File: config.mk
export PLATFORM = sky130hd
export DESIGN_NAME = led_sr_ctrl
export DESIGN_NICKNAME = d
export VERILOG_FILES = /design/src/rtl/led_sr_pkg.sv /design/src/rtl/led_sr_btn_deb.sv /design/src/rtl/led_sr_ctrl.sv
export SDC_FILE = /design/constraint.sdc
export NUM_CORES = 1
export LEC_CHECK = 0
export BUFFER_PORTS_ARGS = -buffer_cell sky130_fd_sc_hd__buf_2
export CAP_MARGIN = 10
export CORE_MARGIN = 1.5
export CORE_UTILIZATION = 32
export CTS_CLUSTER_SIZE = 16
export DETAILED_ROUTE_END_ITERATION = 16
export PLACE_DENSITY = 0.56
export SLEW_MARGIN = 20
export SYNTH_ARGS = -nofsm -noshare
export SYNTH_HDL_FRONTEND = slang
export SYNTH_SLANG_ARGS = --single-unit
export TNS_END_PERCENT = 1
File: constraint.sdc
create_clock -name clk -period 1.9 [get_ports clk]
set_input_delay 0.38 -clock clk [delete_from_list [all_inputs] [get_ports clk]]
set_output_delay 0.38 -clock clk [all_outputs]
set_load 0.01 [all_outputs]
File: src/rtl/led_sr_pkg.sv
`default_nettype none
// ============================================================================
// Module   : led_sr_pkg
// Purpose  : Shared LED codes, FSM encoding and blink evaluation for the
//            front-panel LED shift-register controller.
// Revision : 1.0 - initial release
// ============================================================================
package led_sr_pkg;

    localparam logic [1:0] LED_OFF  = 2'b00;
    localparam logic [1:0] LED_ON   = 2'b01;
    localparam logic [1:0] LED_SLOW = 2'b10;
    localparam logic [1:0] LED_FAST = 2'b11;

    localparam int PHASE_W        = 8;
    localparam int PHASE_SLOW_BIT = 4;
    localparam int PHASE_FAST_BIT = 1;

    typedef enum logic [2:0] {
        ST_IDLE  = 3'd0,
        ST_REQ   = 3'd1,
        ST_SHIFT = 3'd2,
        ST_LATCH = 3'd3,
        ST_DONE  = 3'd4
    } state_t;

    function automatic logic led_eval(input logic [1:0] code,
                                      input logic [PHASE_W-1:0] phase);
        case (code)
            LED_OFF:  return 1'b0;
            LED_ON:   return 1'b1;
            LED_SLOW: return phase[PHASE_SLOW_BIT];
            default:  return phase[PHASE_FAST_BIT];
        endcase
    endfunction

endpackage
`default_nettype wire

File: src/rtl/led_sr_btn_deb.sv
`default_nettype none
// ============================================================================
// Module   : led_sr_btn_deb
// Purpose  : Per-frame button debouncer; accepts a level change after
//            BTN_DEB consecutive differing samples.
// Revision : 1.0 - initial release
// ============================================================================
module led_sr_btn_deb #(
    parameter int BTN_DEB = 4
) (
    input  logic clk,
    input  logic rst,
    input  logic sample_en,
    input  logic btn_in,
    output logic btn_val,
    output logic btn_stb
);

    localparam int                c_cnt_w    = $clog2(BTN_DEB + 1);
    localparam logic [c_cnt_w-1:0] c_cnt_last = c_cnt_w'(BTN_DEB - 1);

    logic [c_cnt_w-1:0] r_cnt;

    always_ff @(posedge clk) begin
        if (rst) begin
            r_cnt   <= '0;
            btn_val <= 1'b0;
            btn_stb <= 1'b0;
        end else begin
            btn_stb <= 1'b0;
            if (sample_en) begin
                if (btn_in == btn_val) begin
                    r_cnt <= '0;
                end else if (r_cnt == c_cnt_last) begin
                    r_cnt   <= '0;
                    btn_val <= ~btn_val;
                    btn_stb <= 1'b1;
                end else begin
                    r_cnt <= r_cnt + 1'b1;
                end
            end
        end
    end

endmodule
`default_nettype wire

File: src/rtl/led_sr_ctrl.sv
`default_nettype none
// ============================================================================
// Module   : led_sr_ctrl
// Purpose  : N-channel front-panel LED controller sharing the flash SPI pins
//            via request/grant, with button read-back on the latch line.
// Revision : 1.0 - initial release
// ============================================================================
module led_sr_ctrl
    import led_sr_pkg::*;
#(
    parameter int N_CH           = 2,
    parameter int TICK_LOG2_DIV  = 3,
    parameter int REFRESH_DIV    = 65536,
    parameter int BTN_DEB        = 4,
    parameter int LED_ACTIVE_LOW = 0
) (
    input  logic              clk,
    input  logic              rst,
    input  logic [4*N_CH-1:0] led_state,
    input  logic              run,
    output logic              spi_req,
    input  logic              spi_gnt,
    output logic              sr_clk,
    output logic              sr_mosi,
    output logic              sr_rclk,
    input  logic              btn_in,
    output logic              btn_val,
    output logic              btn_stb,
    output logic              active
);

    localparam int c_sr_w  = 2 * N_CH;
    localparam int c_ref_w = (REFRESH_DIV > 1) ? $clog2(REFRESH_DIV) : 1;
    localparam int c_pre_w = TICK_LOG2_DIV + 1;
    localparam int c_bit_w = $clog2(c_sr_w);

    localparam logic [c_ref_w-1:0] c_ref_last   = c_ref_w'(REFRESH_DIV - 1);
    localparam logic [c_pre_w-1:0] c_half_last  = c_pre_w'((1 << TICK_LOG2_DIV) - 1);
    localparam logic [c_pre_w-1:0] c_latch_last = c_pre_w'((2 << TICK_LOG2_DIV) - 1);
    localparam logic [c_bit_w-1:0] c_bit_last   = c_bit_w'(c_sr_w - 1);
    localparam logic               c_inv        = (LED_ACTIVE_LOW != 0);

    state_t               r_state;
    logic [c_ref_w-1:0]   r_ref;
    logic [PHASE_W-1:0]   r_phase;
    logic [c_pre_w-1:0]   r_pre;
    logic [c_bit_w-1:0]   r_bit;
    logic [c_sr_w-1:0]    r_sh;

    logic                 w_frame_start;
    logic                 w_btn_sample;
    logic [c_sr_w-1:0]    w_word;

    assign w_frame_start = (r_ref == '0) && run;

    // Channel N_CH-1 lands in the MSBs so it leaves the shifter first.
    generate
        for (genvar k = 0; k < N_CH; k++) begin : g_ch
            assign w_word[2*k+1] = led_eval(led_state[4*k+3 -: 2], r_phase) ^ c_inv;
            assign w_word[2*k]   = led_eval(led_state[4*k+1 -: 2], r_phase) ^ c_inv;
        end
    endgenerate

    // Button is only meaningful on the final latch cycle of a granted frame.
    assign w_btn_sample = (r_state == ST_LATCH) && spi_gnt && (r_pre == c_latch_last);

    always_ff @(posedge clk) begin
        if (rst) begin
            r_state <= ST_IDLE;
            r_ref   <= '0;
            r_phase <= '0;
            r_pre   <= '0;
            r_bit   <= '0;
            r_sh    <= '0;
            spi_req <= 1'b0;
            sr_clk  <= 1'b0;
            sr_mosi <= 1'b0;
            sr_rclk <= 1'b0;
            active  <= 1'b0;
        end else begin
            r_ref <= (r_ref == c_ref_last) ? '0 : r_ref + 1'b1;
            if (w_frame_start) begin
                r_phase <= r_phase + 1'b1;
            end

            case (r_state)
                ST_IDLE: begin
                    if (w_frame_start) begin
                        r_state <= ST_REQ;
                        spi_req <= 1'b1;
                        r_sh    <= w_word;
                    end
                end

                ST_REQ: begin
                    if (!run) begin
                        r_state <= ST_IDLE;
                        spi_req <= 1'b0;
                    end else if (spi_gnt) begin
                        r_state <= ST_SHIFT;
                        active  <= 1'b1;
                        r_pre   <= '0;
                        r_bit   <= '0;
                        sr_clk  <= 1'b0;
                        sr_mosi <= r_sh[c_sr_w-1];
                        r_sh    <= {r_sh[c_sr_w-2:0], 1'b0};
                    end
                end

                ST_SHIFT: begin
                    if (!spi_gnt) begin
                        r_state <= ST_IDLE;
                        spi_req <= 1'b0;
                        sr_clk  <= 1'b0;
                        sr_mosi <= 1'b0;
                        active  <= 1'b0;
                    end else if (r_pre == c_half_last) begin
                        r_pre <= '0;
                        if (!sr_clk) begin
                            sr_clk <= 1'b1;
                        end else begin
                            sr_clk <= 1'b0;
                            if (r_bit == c_bit_last) begin
                                r_state <= ST_LATCH;
                                sr_mosi <= 1'b0;
                                sr_rclk <= 1'b1;
                            end else begin
                                r_bit   <= r_bit + 1'b1;
                                sr_mosi <= r_sh[c_sr_w-1];
                                r_sh    <= {r_sh[c_sr_w-2:0], 1'b0};
                            end
                        end
                    end else begin
                        r_pre <= r_pre + 1'b1;
                    end
                end

                ST_LATCH: begin
                    if (!spi_gnt) begin
                        r_state <= ST_IDLE;
                        spi_req <= 1'b0;
                        sr_rclk <= 1'b0;
                        sr_mosi <= 1'b0;
                        active  <= 1'b0;
                    end else if (r_pre == c_latch_last) begin
                        r_state <= ST_DONE;
                        r_pre   <= '0;
                        spi_req <= 1'b0;
                        sr_rclk <= 1'b0;
                        sr_mosi <= 1'b0;
                        active  <= 1'b0;
                    end else begin
                        r_pre <= r_pre + 1'b1;
                    end
                end

                ST_DONE: begin
                    r_state <= ST_IDLE;
                end

                default: begin
                    r_state <= ST_IDLE;
                end
            endcase
        end
    end

    led_sr_btn_deb #(
        .BTN_DEB (BTN_DEB)
    ) u_btn_deb (
        .clk       (clk),
        .rst       (rst),
        .sample_en (w_btn_sample),
        .btn_in    (btn_in),
        .btn_val   (btn_val),
        .btn_stb   (btn_stb)
    );

endmodule
`default_nettype wire
Yosys cells after proc, flatten, opt, wreduce, memory -nomap -nowiden
Index checks and enable logic that the tools add are counted.
- add/subtract/negate cells: 5
- equal/unequal tests: 33
- multiplexer cells: 66
- bitwise logic cells: 3
- reduce and logical (&&, ||, !) cells: 26
- operators with widths (operator ; number):
    4-bit 2-to-1 mux ; 13
    3-bit 2-to-1 mux ; 11
    4-bit case mux with 3 select lines ; 2
    1-bit 2-to-1 mux ; 23
    2-bit inequality test (second input constant) ; 11
    1-bit case mux with 3 select lines ; 6
    6-bit AND reduction ; 3
    16-bit by 1-bit adder with 16-bit output (second input constant) ; 1
    16-bit == test (second input constant) ; 1
    16-bit zero test ; 1
    5-bit AND reduction ; 3
    2-bit 2-to-1 mux ; 6
    3-bit inequality test (second input constant) ; 4
    3-bit case mux with 4 select lines ; 1
    2-bit == test (second input constant) ; 5
    3-bit by 2-bit == test with 1-bit output (second input constant) ; 3
    8-bit by 1-bit adder with 8-bit output (second input constant) ; 1
    2-bit by 1-bit == test with 1-bit output (second input constant) ; 4
    2-bit zero test ; 4
    8-bit AND reduction ; 1
    7-bit AND reduction ; 1
    3-bit nonzero test ; 2
    4-bit by 1-bit adder with 4-bit output (second input constant) ; 1
    4-bit by 3-bit == test with 1-bit output (second input constant) ; 1
    other kinds (18) ; 24
- register bits: 47
- bits of input ports: 13
- word-level logic and storage cells: 147

Longest topological paths before layout
- depth after elaboration: 6
- gate-level depth with buffers: 7
- depth with buffers taken out: 6

By module
Synthesis repeated with hierarchy kept, for this count alone.
- cells, all modules: 285
- area, all modules: 2464.9 µm²
- by module, submodules not included (module ; instances ; cells an instance ; area an instance (µm²)):
    led_sr_ctrl ; 1 ; 264 ; 2252.2
    led_sr_btn_deb ; 1 ; 21 ; 212.7

Least setup slack after synthesis
OpenSTA, ideal clock, no wires.
- path kind: register to register
- start point: register r_pre[0]
- end point: register r_sh[0]
- library setup time: 0.123 ns
- arrival time: 1.590 ns
- data required time: 1.777 ns
- setup slack: 0.187 ns
- stages on the path, launching flop included: 7
- buffers on the path: 1
- clock period less this slack: 1.713 ns
- cells stage by stage: dfxtp_1 -> ha_1 -> clkbuf_1 -> nand4b_1 -> o22a_1 -> a211o_2 -> mux2i_1
- longest elaborated chain between the ends: 3
- ends and longest elaborated chain (what ; line ; text):
    start, declared ; led_sr_ctrl.sv:46 ; logic [c_pre_w-1:0] r_pre;
    start signal, assigned ; led_sr_ctrl.sv:134 ; r_pre <= r_pre + 1'b1;
    start signal, assigned ; led_sr_ctrl.sv:153 ; r_pre <= r_pre + 1'b1;
    4-bit by 3-bit == test with 1-bit output ; led_sr_ctrl.sv:117 ; end else if (r_pre == c_half_last) begin
    2-bit inequality test (no line) ; n/a ;
    8-bit AND reduction (no line) ; n/a ;
    end signal, assigned ; led_sr_ctrl.sv:91 ; r_sh <= w_word;
    end signal, assigned ; led_sr_ctrl.sv:106 ; r_sh <= {r_sh[c_sr_w-2:0], 1'b0};
    end signal, assigned ; led_sr_ctrl.sv:130 ; r_sh <= {r_sh[c_sr_w-2:0], 1'b0};
    end, declared ; led_sr_ctrl.sv:48 ; logic [c_sr_w-1:0] r_sh;
No other way between the ends.
A chain may end at the register's enable or synchronous reset.

Worst setup path after layout
- start point: register r_ref[1]
- end point: register r_ref[5]
- longest elaborated chain between the ends: 2
- elaborated cells on any way between the ends: 3
- those cells by class: 1 x add/sub; 1 x eq/ne; 1 x reduce/logical
- ends and longest elaborated chain (what ; line ; text):
    start, declared ; led_sr_ctrl.sv:44 ; logic [c_ref_w-1:0] r_ref;
    start signal, assigned ; led_sr_ctrl.sv:81 ; r_ref <= (r_ref == c_ref_last) ? '0 : r_ref + 1'b1;
    parallel branches: the longest is 2 deep, another holds 16-bit by 1-bit adder with 16-bit output ; n/a ;
Several ways; the timed one is not identified.

==> impl_metrics.py <==
metrics = {
    "status": {
        "status": "completed",
    },
    "floorplanning": {
        "io_pins": 20,
        "rows": 31,
        "core_region_area_mm2": 0.00729,
        "die_h_um": 90.1,
        "initial_core_util_pct": 33.3,
        "die_w_um": 90.1,
        "die_area_mm2": 0.00811,
    },
    "clocking": {
        "clkLatencyLatePin_ns": 0.30,
        "h-tree-depth": 2,
        "numCtsBuffers": 5,
        "cts_buffer_depth": 2,
        "path_clk_slew_ns": 0.09,
        "root_buffer": "clkbuf_8",
        "post-cts-setup-buffer-count": 0,
        "clkSinkCount": 44,
        "cts_tree": "built",
    },
    "synthesis": {
        "yosys_most_used_dff": "dfxtp_1",
        "yosys_warnings": 0,
        "yosysUniqueCellTypes": 59,
        "synthTopCellsByCount": "dfxtp_1, nor2_1, a21oi_1, nand2_1, inv_1",
        "synth_edf_count": 0,
        "synth_top_area_share_pct": 36.3,
        "ys_seq_area_share_pct": 36.3,
        "syn-instance-count": 281,
        "synth_nets": 300,
        "synth-async-reset-ratio_pct": 0,
        "syn_area_mm2": 0.00242,
        "syn_avg_cell_area_um2": 8.63,
        "ys_ff_latch": 44,
        "synth_top_cell_by_area": "dfxtp_1",
        "synth.most_common_cell": "dfxtp_1",
        "synthTopCellsByArea": "dfxtp_1, xnor2_1, nor2_1, a21oi_1, mux2i_1",
    },
    "timing": {
        "period_minus_slack_ns": 1.74,
        "fin_crit_sh_pct": 91.6,
        "clock_skew_ns": 0.00859,
        "worst_slew_margin_rel_pct": 64.5,
        "worst_pin_slew_ns": 0.531,
        "max_freq_ghz": 0.575,
        "layout_setup_ws_ns": 0.160,
        "holdWs_ns": 0.349,
        "tns_ns": 0,
        "slew_viol_final": 0,
        "setup_viol_count_final": 0,
        "finalHoldViolCount": 0,
    },
    "power_and_ir_drop": {
        "p_per_area_mw_per_mm2": 722,
        "finalPower_mw": 2.01,
        "p_leak_nw": 1.04,
        "max-vdd-ir-drop_uv": 245,
    },
    "layout": {
        "num_antenna_cells": 0,
        "nFillCells": 802,
        "nNetsFinal": 325,
        "final_area_mm2": 0.00278,
        "final_util_pct": 38.1,
        "drive_above_1_share_pct": 16.6,
        "fin_cells": 406,
        "synthToLayoutAreaGrowth_pct": 14.6,
    },
    "critical_path": {
        "r2r_end": "r_ref[5]$_SDFF_PP0_",
        "setup.worst_path.class": "register to register",
        "cp.required_ns": 2.09,
        "cp_data_arrival_time_ns": 1.93,
        "rrSetupSlack_ns": 0.16,
        "r2r_cells": 7,
        "r2r_start": "r_ref[1]$_SDFF_PP0_",
        "setup.worst_path.start_class": "register",
        "cp-end-kind": "register",
        "critPathMaxFanout": 13,
    },
    "global_routing": {
        "grt_overflow_total": 0,
        "track_usage_pct": 12.7,
        "grt_max_degree": 17,
        "grt_first_pass_wirelength_um": 8540,
        "grt_pass1_vias": 1901,
        "antenna_found_initial": 0,
    },
    "detailed_routing": {
        "ant_nets": 0,
        "vias": 2009,
        "route.detailed.drc": 0,
        "drt-total-wl_um": 4860,
        "routed_via_density": 4.95,
        "wire_per_inst_um": 12.0,
        "drtPass1Iterations": 4,
        "drtIter0Drc": 74,
    },
    "place": {
        "placed_area_mm2": 0.00266,
        "pre_cts_slack_ns": 0.134,
        "place_hpwl_um": 3630,
        "dp.cells": 398,
        "place_congestion": 0.793,
        "portBuffers": 19,
    },
    "worst_hold_path": {
        "hold_path.class": "input pin to register",
        "min_from": "btn_in",
        "holdPathStages": 3,
        "worstHoldEndpoint": "u_btn_deb.btn_val$_SDFFE_PP0P_",
    },
    "job": {
        "drv_cap": 0,
    },
}
-- layer usage --
layer	part of all wire (%)	up-vias	wire length [um]	track usage [%]
li1	-	1054	-	-
met1	51	931	2480	16.4
met2	45	16	2200	20.7
met3	2.4	8	117	2.79
met4	1.4	0	66	4.37
met5	0	-	0	0
-- worst max-delay path by stage --
stage                                startpoint                       to  slack [ns]  cells after the start
final                       r_ref[1]$_SDFF_PP0_      r_ref[5]$_SDFF_PP0_        0.16                      7
after global routing        r_ref[1]$_SDFF_PP0_      r_ref[5]$_SDFF_PP0_      -0.006                      7
after floorplan           r_pre[0]$_SDFFE_PP0P_     r_sh[0]$_SDFFE_PP0P_        0.19                      6
after CTS                   r_ref[1]$_SDFF_PP0_  r_phase[4]$_SDFFE_PP0P_        0.11                      7
after detailed placement    r_ref[0]$_SDFF_PP0_      r_ref[2]$_SDFF_PP0_        0.13                      7
after global placement      r_ref[0]$_SDFF_PP0_  r_phase[4]$_SDFFE_PP0P_        0.11                      7
-- flip-flops by register name, indices dropped and copies added, names as in the netlist --
register,cells
r_ref,16
r_phase,5
r_pre,4
r_sh,4
r_state,3
u_btn_deb.r_cnt,3
r_bit,2
active,1
spi_req,1
sr_clk,1
sr_mosi,1
sr_rclk,1
u_btn_deb.btn_stb,1
u_btn_deb.btn_val,1
-- power breakdown --
part / leakage [nW] / switching [mW] / total [mW] / internal [mW]
Combinational: 0.631 / 0.148 / 0.290 / 0.141
Sequential: 0.356 / 0.0382 / 0.996 / 0.958
Clock: 0.0541 / 0.332 / 0.721 / 0.389
Total: 1.04 / 0.518 / 2.01 / 1.49
-- layout by cell type, fill, tap and decap left out, drive strengths merged, types with 3 or more instances in the layout --
master  count
o31ai       4
a31oi       4
buf        34
nand4       6
o211a       3
nor4        6
or3         4
xnor2      12
nor3        8
dfxtp      44
ha          6
and3        3
or4         4
o21ai       8
inv        14
nand3b      8
nand3      10
nand2b      4
a21oi      20
nor4b       3
nand2      19
mux2i       9
nor3b       3
xor2        4
a21o        5
clkbuf      5
nor2       27
-- critical path: stages (launching register included) --
cell	delay, ns
dfxtp_1	0.34
buf_4	0.13
ha_1	0.22
nand2_1	0.12
or2_1	0.30
o31ai_4	0.27
buf_6	0.19
nor2_1	0.06
-- cells by family after synthesis --
group / after synthesis / synth area share [%]
and+or+nand+nor: 117 / 28.1
AOI/OAI and AO/OA: 59 / 16.7
DFF: 44 / 36.3
buffers and inverters: 30 / 6.24
xor gates and xnor gates: 16 / 5.78
muxes: 9 / 3.72
adders and majority gates: 6 / 3.10
-- what timing repair did --
| item | CTS | global route |
|---|---|---|
| hold buffers | 0 | 0 |
| gates resized for setup | 0 | 2 |
| endpoints found under the setup margin | 0 | 14 |
-- area by class of cell --
class                           instances  area, um^2  area share (%)
Inverter                               14        52.6            1.89
Sequential cell                        44         881            31.7
Timing Repair Buffer                   34         211            7.61
Clock inverter                          3        42.5            1.53
Tap cell                               99         124            4.46
Clock buffer                            5        68.8            2.48
Multi-Input combinational cell        207        1400            50.3
Note: power is estimated with default switching activity, not from simulation.
